`src/rtl/regfile_mp_pkg.sv`:
```
`default_nettype none
// ============================================================================
// Module   : regfile_pkg
// Brief    : Shared defaults and index helpers for the multi-port register
//            file. The top register index is the PC. The index just below
//            it is the link register.
// Revision : 1.0  initial release
// ============================================================================
package regfile_pkg;

    localparam int c_def_data_w      = 32;
    localparam int c_def_nregs       = 16;
    localparam int c_def_nrd         = 2;
    localparam int c_def_pc_inc      = 4;
    localparam int c_def_pc_read_ofs = 8;
    localparam int c_def_pc_reset    = 0;

    // Smallest r such that 2**r >= n
    function automatic int clog2(input int n);
        int r;
        r = 0;
        for (int i = 0; i < 31; i++) begin
            if ((1 << r) < n) r = r + 1;
        end
        return r;
    endfunction

    // Link register: second-highest architectural index
    function automatic int lr_idx(input int nregs);
        return nregs - 2;
    endfunction

    // Program counter: highest architectural index
    function automatic int pc_idx(input int nregs);
        return nregs - 1;
    endfunction

endpackage
`default_nettype wire

```
`src/rtl/regfile_mp_pc_unit.sv`:
```
`default_nettype none
// ============================================================================
// Module   : pc_unit
// Brief    : Program counter register with the next-PC priority mux.
//            The priority order is reset, then stall-hold, then branch,
//            then explicit PC write, then sequential increment.
//            It also outputs the link value (PC + increment).
// Revision : 1.0  initial release
// ============================================================================
module pc_unit
    import regfile_pkg::*;
#(
    parameter int                 DATA_W   = c_def_data_w,
    parameter int                 PC_INC   = c_def_pc_inc,
    parameter logic [DATA_W-1:0]  PC_RESET = DATA_W'(c_def_pc_reset)
) (
    input  logic              clk,
    input  logic              rst,
    input  logic              stall,
    input  logic              ib,
    input  logic [DATA_W-1:0] bv,
    input  logic              pcwe,
    input  logic [DATA_W-1:0] pcwd,
    output logic [DATA_W-1:0] iaddr,
    output logic [DATA_W-1:0] link
);

    logic [DATA_W-1:0] r_pc;

    // Sequential increment wraps naturally at 2**DATA_W
    assign link  = r_pc + DATA_W'(PC_INC);
    assign iaddr = r_pc;

    // Next-PC selection in strict priority order
    always_ff @(posedge clk) begin
        if (rst) begin
            r_pc <= PC_RESET;
        end else if (stall) begin
            r_pc <= r_pc;
        end else if (ib) begin
            r_pc <= bv;
        end else if (pcwe) begin
            r_pc <= pcwd;
        end else begin
            r_pc <= link;
        end
    end

endmodule
`default_nettype wire

```
`src/rtl/regfile_mp.sv`:
```
`default_nettype none
// ============================================================================
// Module   : regfile_mp
// Brief    : Parametrised register file with NRD registered read ports, two
//            write ports, a link write and an integrated PC (index NREGS-1).
//            Optional macro REGFILE_BYPASS_EN forwards same-edge writes to
//            reads. The forwarding priority is link, then port 0, then port 1.
// Revision : 1.0  initial release
// ============================================================================
module regfile_mp
    import regfile_pkg::*;
#(
    parameter int                 DATA_W      = c_def_data_w,
    parameter int                 NREGS       = c_def_nregs,
    parameter int                 NRD         = c_def_nrd,
    parameter int                 PC_INC      = c_def_pc_inc,
    parameter int                 PC_READ_OFS = c_def_pc_read_ofs,
    parameter logic [DATA_W-1:0]  PC_RESET    = DATA_W'(c_def_pc_reset),
    localparam int                c_aw        = clog2(NREGS)
) (
    input  logic                    clk,
    input  logic                    rst,
    input  logic                    stall,
    input  logic [NRD*c_aw-1:0]     ra,
    output logic [NRD*DATA_W-1:0]   rd,
    input  logic                    we0,
    input  logic [c_aw-1:0]         wa0,
    input  logic [DATA_W-1:0]       wd0,
    input  logic                    we1,
    input  logic [c_aw-1:0]         wa1,
    input  logic [DATA_W-1:0]       wd1,
    input  logic                    ib,
    input  logic [DATA_W-1:0]       bv,
    input  logic                    bl,
    output logic [DATA_W-1:0]       iaddr
);

    localparam logic [c_aw-1:0] c_pc_a = c_aw'(pc_idx(NREGS));
    localparam logic [c_aw-1:0] c_lr_a = c_aw'(lr_idx(NREGS));

    logic [DATA_W-1:0] r_regs [NREGS-1];

    logic              w_link_we;
    logic              w_p0_we;
    logic              w_p1_we;
    logic              w_pc_we0;
    logic              w_pc_we1;
    logic              w_pcwe;
    logic [DATA_W-1:0] w_pcwd;
    logic [DATA_W-1:0] w_link;

    // Link is suppressed while stalled, together with the branch itself
    assign w_link_we = ib & bl & ~stall;
    assign w_p0_we   = we0 & (wa0 != c_pc_a);
    assign w_p1_we   = we1 & (wa1 != c_pc_a);
    assign w_pc_we0  = we0 & (wa0 == c_pc_a);
    assign w_pc_we1  = we1 & (wa1 == c_pc_a);
    assign w_pcwe    = w_pc_we0 | w_pc_we1;
    assign w_pcwd    = w_pc_we0 ? wd0 : wd1;

    pc_unit #(
        .DATA_W   (DATA_W),
        .PC_INC   (PC_INC),
        .PC_RESET (PC_RESET)
    ) u_pc (
        .clk   (clk),
        .rst   (rst),
        .stall (stall),
        .ib    (ib),
        .bv    (bv),
        .pcwe  (w_pcwe),
        .pcwd  (w_pcwd),
        .iaddr (iaddr),
        .link  (w_link)
    );

    for (genvar i = 0; i < NREGS - 1; i++) begin : g_reg
        localparam logic [c_aw-1:0] c_idx = c_aw'(i);
        localparam bit              c_is_lr = (c_idx == c_lr_a);

        // One architectural register with link > port 0 > port 1 priority
        always_ff @(posedge clk) begin
            if (rst) begin
                r_regs[i] <= '0;
            end else if (c_is_lr && w_link_we) begin
                r_regs[i] <= w_link;
            end else if (w_p0_we && (wa0 == c_idx)) begin
                r_regs[i] <= wd0;
            end else if (w_p1_we && (wa1 == c_idx)) begin
                r_regs[i] <= wd1;
            end
        end
    end

    for (genvar k = 0; k < NRD; k++) begin : g_rd
        logic [c_aw-1:0]   w_ra;
        logic [DATA_W-1:0] w_rdata;
        logic [DATA_W-1:0] r_rd;

        assign w_ra = ra[k*c_aw +: c_aw];
        assign rd[k*DATA_W +: DATA_W] = r_rd;

        // Array read, optionally forwarding a write committing on this edge
        always_comb begin
            w_rdata = r_regs[w_ra];
`ifdef REGFILE_BYPASS_EN
            if (w_link_we && (w_ra == c_lr_a)) begin
                w_rdata = w_link;
            end else if (w_p0_we && (wa0 == w_ra)) begin
                w_rdata = wd0;
            end else if (w_p1_we && (wa1 == w_ra)) begin
                w_rdata = wd1;
            end
`endif
        end

        // Registered read port; PC index returns the pre-edge PC plus offset
        always_ff @(posedge clk) begin
            if (rst) begin
                r_rd <= '0;
            end else if (!stall) begin
                if (w_ra == c_pc_a) begin
                    r_rd <= iaddr + DATA_W'(PC_READ_OFS);
                end else begin
                    r_rd <= w_rdata;
                end
            end
        end
    end

endmodule
`default_nettype wire
```
`config.mk`:
```
export PLATFORM = sky130hd
export DESIGN_NAME = regfile_mp
export DESIGN_NICKNAME = d
export VERILOG_FILES = /design/src/rtl/regfile_mp_pkg.sv /design/src/rtl/regfile_mp_pc_unit.sv /design/src/rtl/regfile_mp.sv
export SDC_FILE = /design/constraint.sdc
export NUM_CORES = 1
export LEC_CHECK = 0
export CAP_MARGIN = 20
export CELL_PAD_IN_SITES_DETAIL_PLACEMENT = 0
export CELL_PAD_IN_SITES_GLOBAL_PLACEMENT = 2
export CORE_MARGIN = 2
export CORE_UTILIZATION = 38
export DETAILED_ROUTE_END_ITERATION = 8
export GPL_ROUTABILITY_DRIVEN = 1
export GPL_TIMING_DRIVEN = 1
export PLACE_DENSITY_LB_ADDON = 0.1
export SLEW_MARGIN = 20
export SYNTH_ARGS = -nofsm -noshare
export SYNTH_HDL_FRONTEND = slang
export SYNTH_HIERARCHICAL = 1
export SYNTH_SLANG_ARGS = --single-unit
```
`constraint.sdc`:
```
create_clock -name clk -period 2.35 [get_ports clk]
set_input_delay 0.235 -clock clk [delete_from_list [all_inputs] [get_ports clk]]
set_output_delay 0.235 -clock clk [all_outputs]
set_load 0.1 [all_outputs]
```
# Word-level counts from Yosys, hierarchy flattened
# Memory sizes are Yosys's and may differ from the RTL's.
# Index checks and enable logic that the tools add are counted.
totals:
  rom_bits: 0
  latchBits: 0
  mem_bits_rw: 480
  elab_cells: 259
  mem_count: 1
  out_inout_bits: 96
  regBits: 96
  input_bits: 119
classes:
  n_reduce_logical: 32
  magnitude_cmp: 0
  shift: 0
  div: 0
  mul: 0
  n_eq_ne: 34
  muxes: 148
  add_sub_neg: 2
  bitwise: 39
mem_list:
  columns: ["memory", "depth", "word_bits", "read_ports", "rd_clocked_by_memory_dff", "write_ports", "line", "rtl"]
  rows:
  - ["r_regs", 15, 32, 2, 0, 15, "regfile_mp.sv:41", "logic [DATA_W-1:0] r_regs [NREGS-1];"]
op_table:
  columns: ["cell", "count"]
  rows:
  - ["$mux 32", 36]
  - ["$mux 1", 112]
  - ["$eq 4x4->1 const B", 18]
  - ["$add 32x3->32 const B", 1]
  - ["$add 32x4->32 const B", 1]
  - ["$eq 4x3->1 const B", 8]
  - ["$or 1x1->1", 32]
  - ["$logic_and 1x1->1", 30]
  - ["$eq 4x2->1 const B", 4]
  - ["$eq 4x1->1 const B", 2]
  - ["$logic_not 4->1", 2]
  - ["$ne 4x4->1 const B", 2]
  - ["$and 1x1->1", 6]
  - ["$not 1->1", 1]

# Longest topological paths before layout
depth:
  word_depth: 9
  depth_mapped: 11
  mapped_depth_nobuf: 8

# Modules after synthesis
# The synthesis kept the hierarchy.
by_module_without_submodules:
  columns: ["module", "area_per_inst_um2", "seq_area_each_um2", "n_inst", "cells_each"]
  rows:
  - ["regfile_mp", 31303.8, 15695.1, 1, 2407]
  - ["pc_unit", 2521.2, 640.6, 1, 330]

# Worst setup path after synthesis
# Ideal clock, no wire load.
synth_path:
  kind: "register to register"
  start: "register u_pc.r_pc[7] (netlist: u_pc/iaddr[7])"
  end: "memory r_regs[14][31] (netlist bit) (data pin)"
  path_stages_with_launch: 8
  arrival_time_ns: 2.894
  setup_ns: 0.262
  n_path_buf: 0
  setup_slack_ns: -0.806
  t_required_ns: 2.088
  synth_period_minus_slack_ns: 3.156
  path_cell_list: "dfxtp_1 nand3_1 nor4_4 nand4_4 nor2_1 xor2_1 a222oi_1 inv_1"
synth_lines:
  columns: ["element", "line", "rtl"]
  rows:
  - ["start: declaration", "regfile_mp_pc_unit.sv:28", "logic [DATA_W-1:0] r_pc;"]
  - ["start signal: assignment", "regfile_mp_pc_unit.sv:39", "r_pc <= r_pc;"]
  - ["start signal: assignment", "regfile_mp_pc_unit.sv:41", "r_pc <= bv;"]
  - ["start signal: assignment", "regfile_mp_pc_unit.sv:43", "r_pc <= pcwd;"]
  - ["end: declaration", "regfile_mp.sv:41", null]

# Worst setup path after layout
layout_path:
  start: "register u_pc.r_pc[3] (netlist: u_pc/iaddr[3])"
  end: "register g_rd[1].r_rd[19]"
layout_via:
  elab_chain_cells: 2
layout_lines:
  columns: ["element", "line", "rtl"]
  rows:
  - ["$add 32x4->32", "regfile_mp.sv:123", "r_rd <= iaddr + DATA_W'(PC_READ_OFS);"]
  - ["$mux 32", "regfile_mp.sv:122", "if (w_ra == c_pc_a) begin"]
  - ["end signal: assignment", "regfile_mp.sv:123", null]
  - ["end signal: assignment", "regfile_mp.sv:125", "r_rd <= w_rdata;"]
  - ["end: declaration", "regfile_mp.sv:98", "logic [DATA_W-1:0] r_rd;"]
# Every way passes these cells.
# A chain may end at the register's enable or synchronous reset.

==> impl_metrics.ini <==
[run_status]
outcome = finished with violations
failed_checks = design-rule violations

[worst_setup_path]
worstPathArrival_ns = 2.87
slowest_delay_ns = 0.38
worstSetupPathType = flip-flop to flip-flop
path_cells = ha_2, nand3_1, or3_1, buf_6, nor3_4, xnor2_4, buf_4, a211o_4, a21oi_2
worstPathMaxFanout = 6
critical_path_required_ns = 2.91
cp-start-kind = flip-flop
slowest_stage = dfxtp_4
crit_path_end_kind = flip-flop
crit_family = simple AND/OR/NAND/NOR gates
critical_path_buf_inv_count = 2

[timing]
setup_tns_ns = 0
drv_slew = 0
fin_worst_skew_ns = 0.0206
hold_violations = 0
rsz0062_at_grt = yes
setup_viol = 0
relSlewSlack_pct = 33.4
max_slew.worst_pin.slew_ns = 0.997
min_period_over_period_pct = 98.5
timing.fmax_mhz = 432
layout_min_cycle_time_ns = 2.31
setup_ws_ns = 0.0361

[synthesis]
synth-main-ff-cell = edfxtp_1
synth.cell_area_sq_um = 33800
synth_edf_count = 480
avgSynthCellArea_sq_um = 12.4
ys_seq_area_share_pct = 48.3
synth-seq-cells = 576
synth_cell_types = 77
synth_warnings = 6
syn_inst = 2737
synthArstFlopShare_pct = 0
syn-num-nets = 2858

[layout]
drive_above_1_share_pct = 31.6
layout_common_cells = 480 x edfxtp_1, 463 x a22o_1, 423 x buf_4
syn_to_final_growth_pct = 27.1
layout_commonest_cell = edfxtp_1
layout.nets = 3251
nFillCells = 7819
finalCoreUtilization_pct = 48.7

[drt]
dr.first_iter.drc_count = 3257
routed_via_density = 6.56
firstDrtPassIters = 9
final_antenna_net_count = 0
dr_total_vias = 28571
drc = 1
wl_per_cell_um = 36.2
wl_mm = 158

[clock_network]
hold_buffers = 0
clk_latency_ns = 0.65
clock_sinks = 576
htreeDepth = 3
cts_root_buf = clkbuf_16
cts_max_path_buffers = 3
cts_tree = done
clk_pin_slew_worst_paths_ns = 0.06
cts_buffers = 73

[place]
gp_congestion = 0.886
hpwlAfterDp_mm = 109
io_buffers = 214
pre_cts_slack_ns = -0.413

[hold_path]
min-delay-path-class = primary input to flip-flop

[floorplanning]
ios = 215
start_util_pct = 38.3
dieArea_sq_um = 91400
row_count = 109
coreArea_sq_um = 88200
die_h_um = 302
die_x_um = 302

[grt]
grt_pass1_wl_mm = 217
grt_max_degree = 55
gr-total-overflow = 0
grt_antenna_before_repair = 0
grt_pass1_vias = 28674
track_usage_pct = 34.0

[power_and_ir_drop]
peakVddDrop_v = 0.000556
p_leak_nw = 15.9
power_density_nw_per_um2 = 684

[flow_run]
max_cap_viol_count = 0
[report_power, final]
group | internal [mW] | switching, mW | leakage (nW) | total (mW)
Combinational | 2.14 | 3.62 | 9.25 | 5.77
Sequential | 11.8 | 0.505 | 5.47 | 12.3
Clock | 6.60 | 4.71 | 1.15 | 11.3
[registers in the layout (all words and copies together) (netlist names)]
signal / count
u_pc/iaddr: 32
r_regs: 480
g_rd.r_rd: 64
[worst reg2reg max path: cells and delay by family, from the launching register on]
family          cells  cell delay (ns)
simple gates        3             0.71
compound gates      2             0.50
flops               1             0.38
buf+inv             2             0.32
fa+ha+maj           1             0.18
xor+xnor            1             0.15
[metrics by stage]
stage / std cells / total power [mW] / instance area (sq um) / hold slack (ns)
after floorplan: 2737 / 15.5 / 33900 / 0.429
after global placement: 4216 / 18.1 / 40400 / 0.439
after detailed placement: 4216 / 18.2 / 40400 / 0.440
after CTS: 4352 / 29.4 / 42900 / 0.138
after global routing: 4355 / 30.1 / 43000 / 0.165
final: 4356 / 29.4 / 43000 / 0.168
[Yosys cell counts (all sizes together), types with 6 or more instances]
library cell  number  area (sq um)
nand3b             6          45.0
xor2              21           184
clkbuf           240           902
nor4              16           158
buf               79           517
or2               10          62.6
nor3              78           410
mux4             193          4350
a222oi            34           340
o211ai            24           180
nand4             16           145
nand2b            14          87.6
and2               9          56.3
nor2b             40           250
a211oi            25           193
nand2            135           507
a22oi             13          97.6
o31ai              6          45.0
o21ai            105           526
mux2i            120          1200
a22o             463          4060
mux2              43           484
inv               59           221
or3               23           144
a221oi            20           175
and3               7          43.8
dfxtp             96          1920
o22ai             25           156
xnor2             34           298
edfxtp           480         14400
a21oi             58           290
nor2             131           494
nand3             41           210
o32ai              6          52.6
[logic make-up (layout without fill, tap and decap cells)]
logic type / Yosys count / count (layout) / share of synthesized area (%)
XOR/XNOR: 55 / 55 / 1.42
other: 0 / 1 / 0
buffers and inverters: 378 / 831 / 4.85
AO/OA/AOI/OAI: 828 / 828 / 19.4
AND/OR/NAND/NOR: 542 / 542 / 8.13
flip-flops: 576 / 576 / 48.3
adder cells (fa/ha/maj): 2 / 2 / 0.0740
multiplexers: 356 / 356 / 17.8
[area by class of cell]
cell class	instances	area, sq um	area share, %
Clock inverter	42	399	0.929
Antenna cell	1	2.50	0.00582
Sequential cell	576	16400	38.2
Inverter	59	221	0.515
Tap cell	1165	1460	3.39
Multi-Input combinational cell	1783	16300	37.8
Timing Repair Buffer	637	6270	14.6
Clock buffer	93	1960	4.57
[metal layers]
| layer | wire length (um) | global-route usage, % |
|---|---|---|
| met1 | 60600 | 43.6 |
| met2 | 75400 | 55.7 |
| met3 | 12900 | 5.67 |
| met4 | 8660 | 17.3 |
| met5 | 0 | 0 |
[timing repair]
action / in CTS / in global routing
pin swaps: 1 / 8
buffers inserted: 1 / 3
gates cloned: 0 / 0
endpoints found under the setup margin: 7 / 25
gates resized for setup: 9 / 20
[worst paths after layout]
path | from | to | slack (ns) | cells past startpoint
max reg2reg | u_pc/iaddr[3] | g_rd[1].r_rd[19] | 0.04 | 9
min | stall | g_rd[0].r_rd[27] | 0.17 | 4
min reg2reg | g_rd[0].r_rd[10] | g_rd[0].r_rd[10] | 0.45 | 2
max | u_pc/iaddr[3] | g_rd[1].r_rd[19] | 0.04 | 9
No activity file was read; power rests on OpenSTA's default activity.
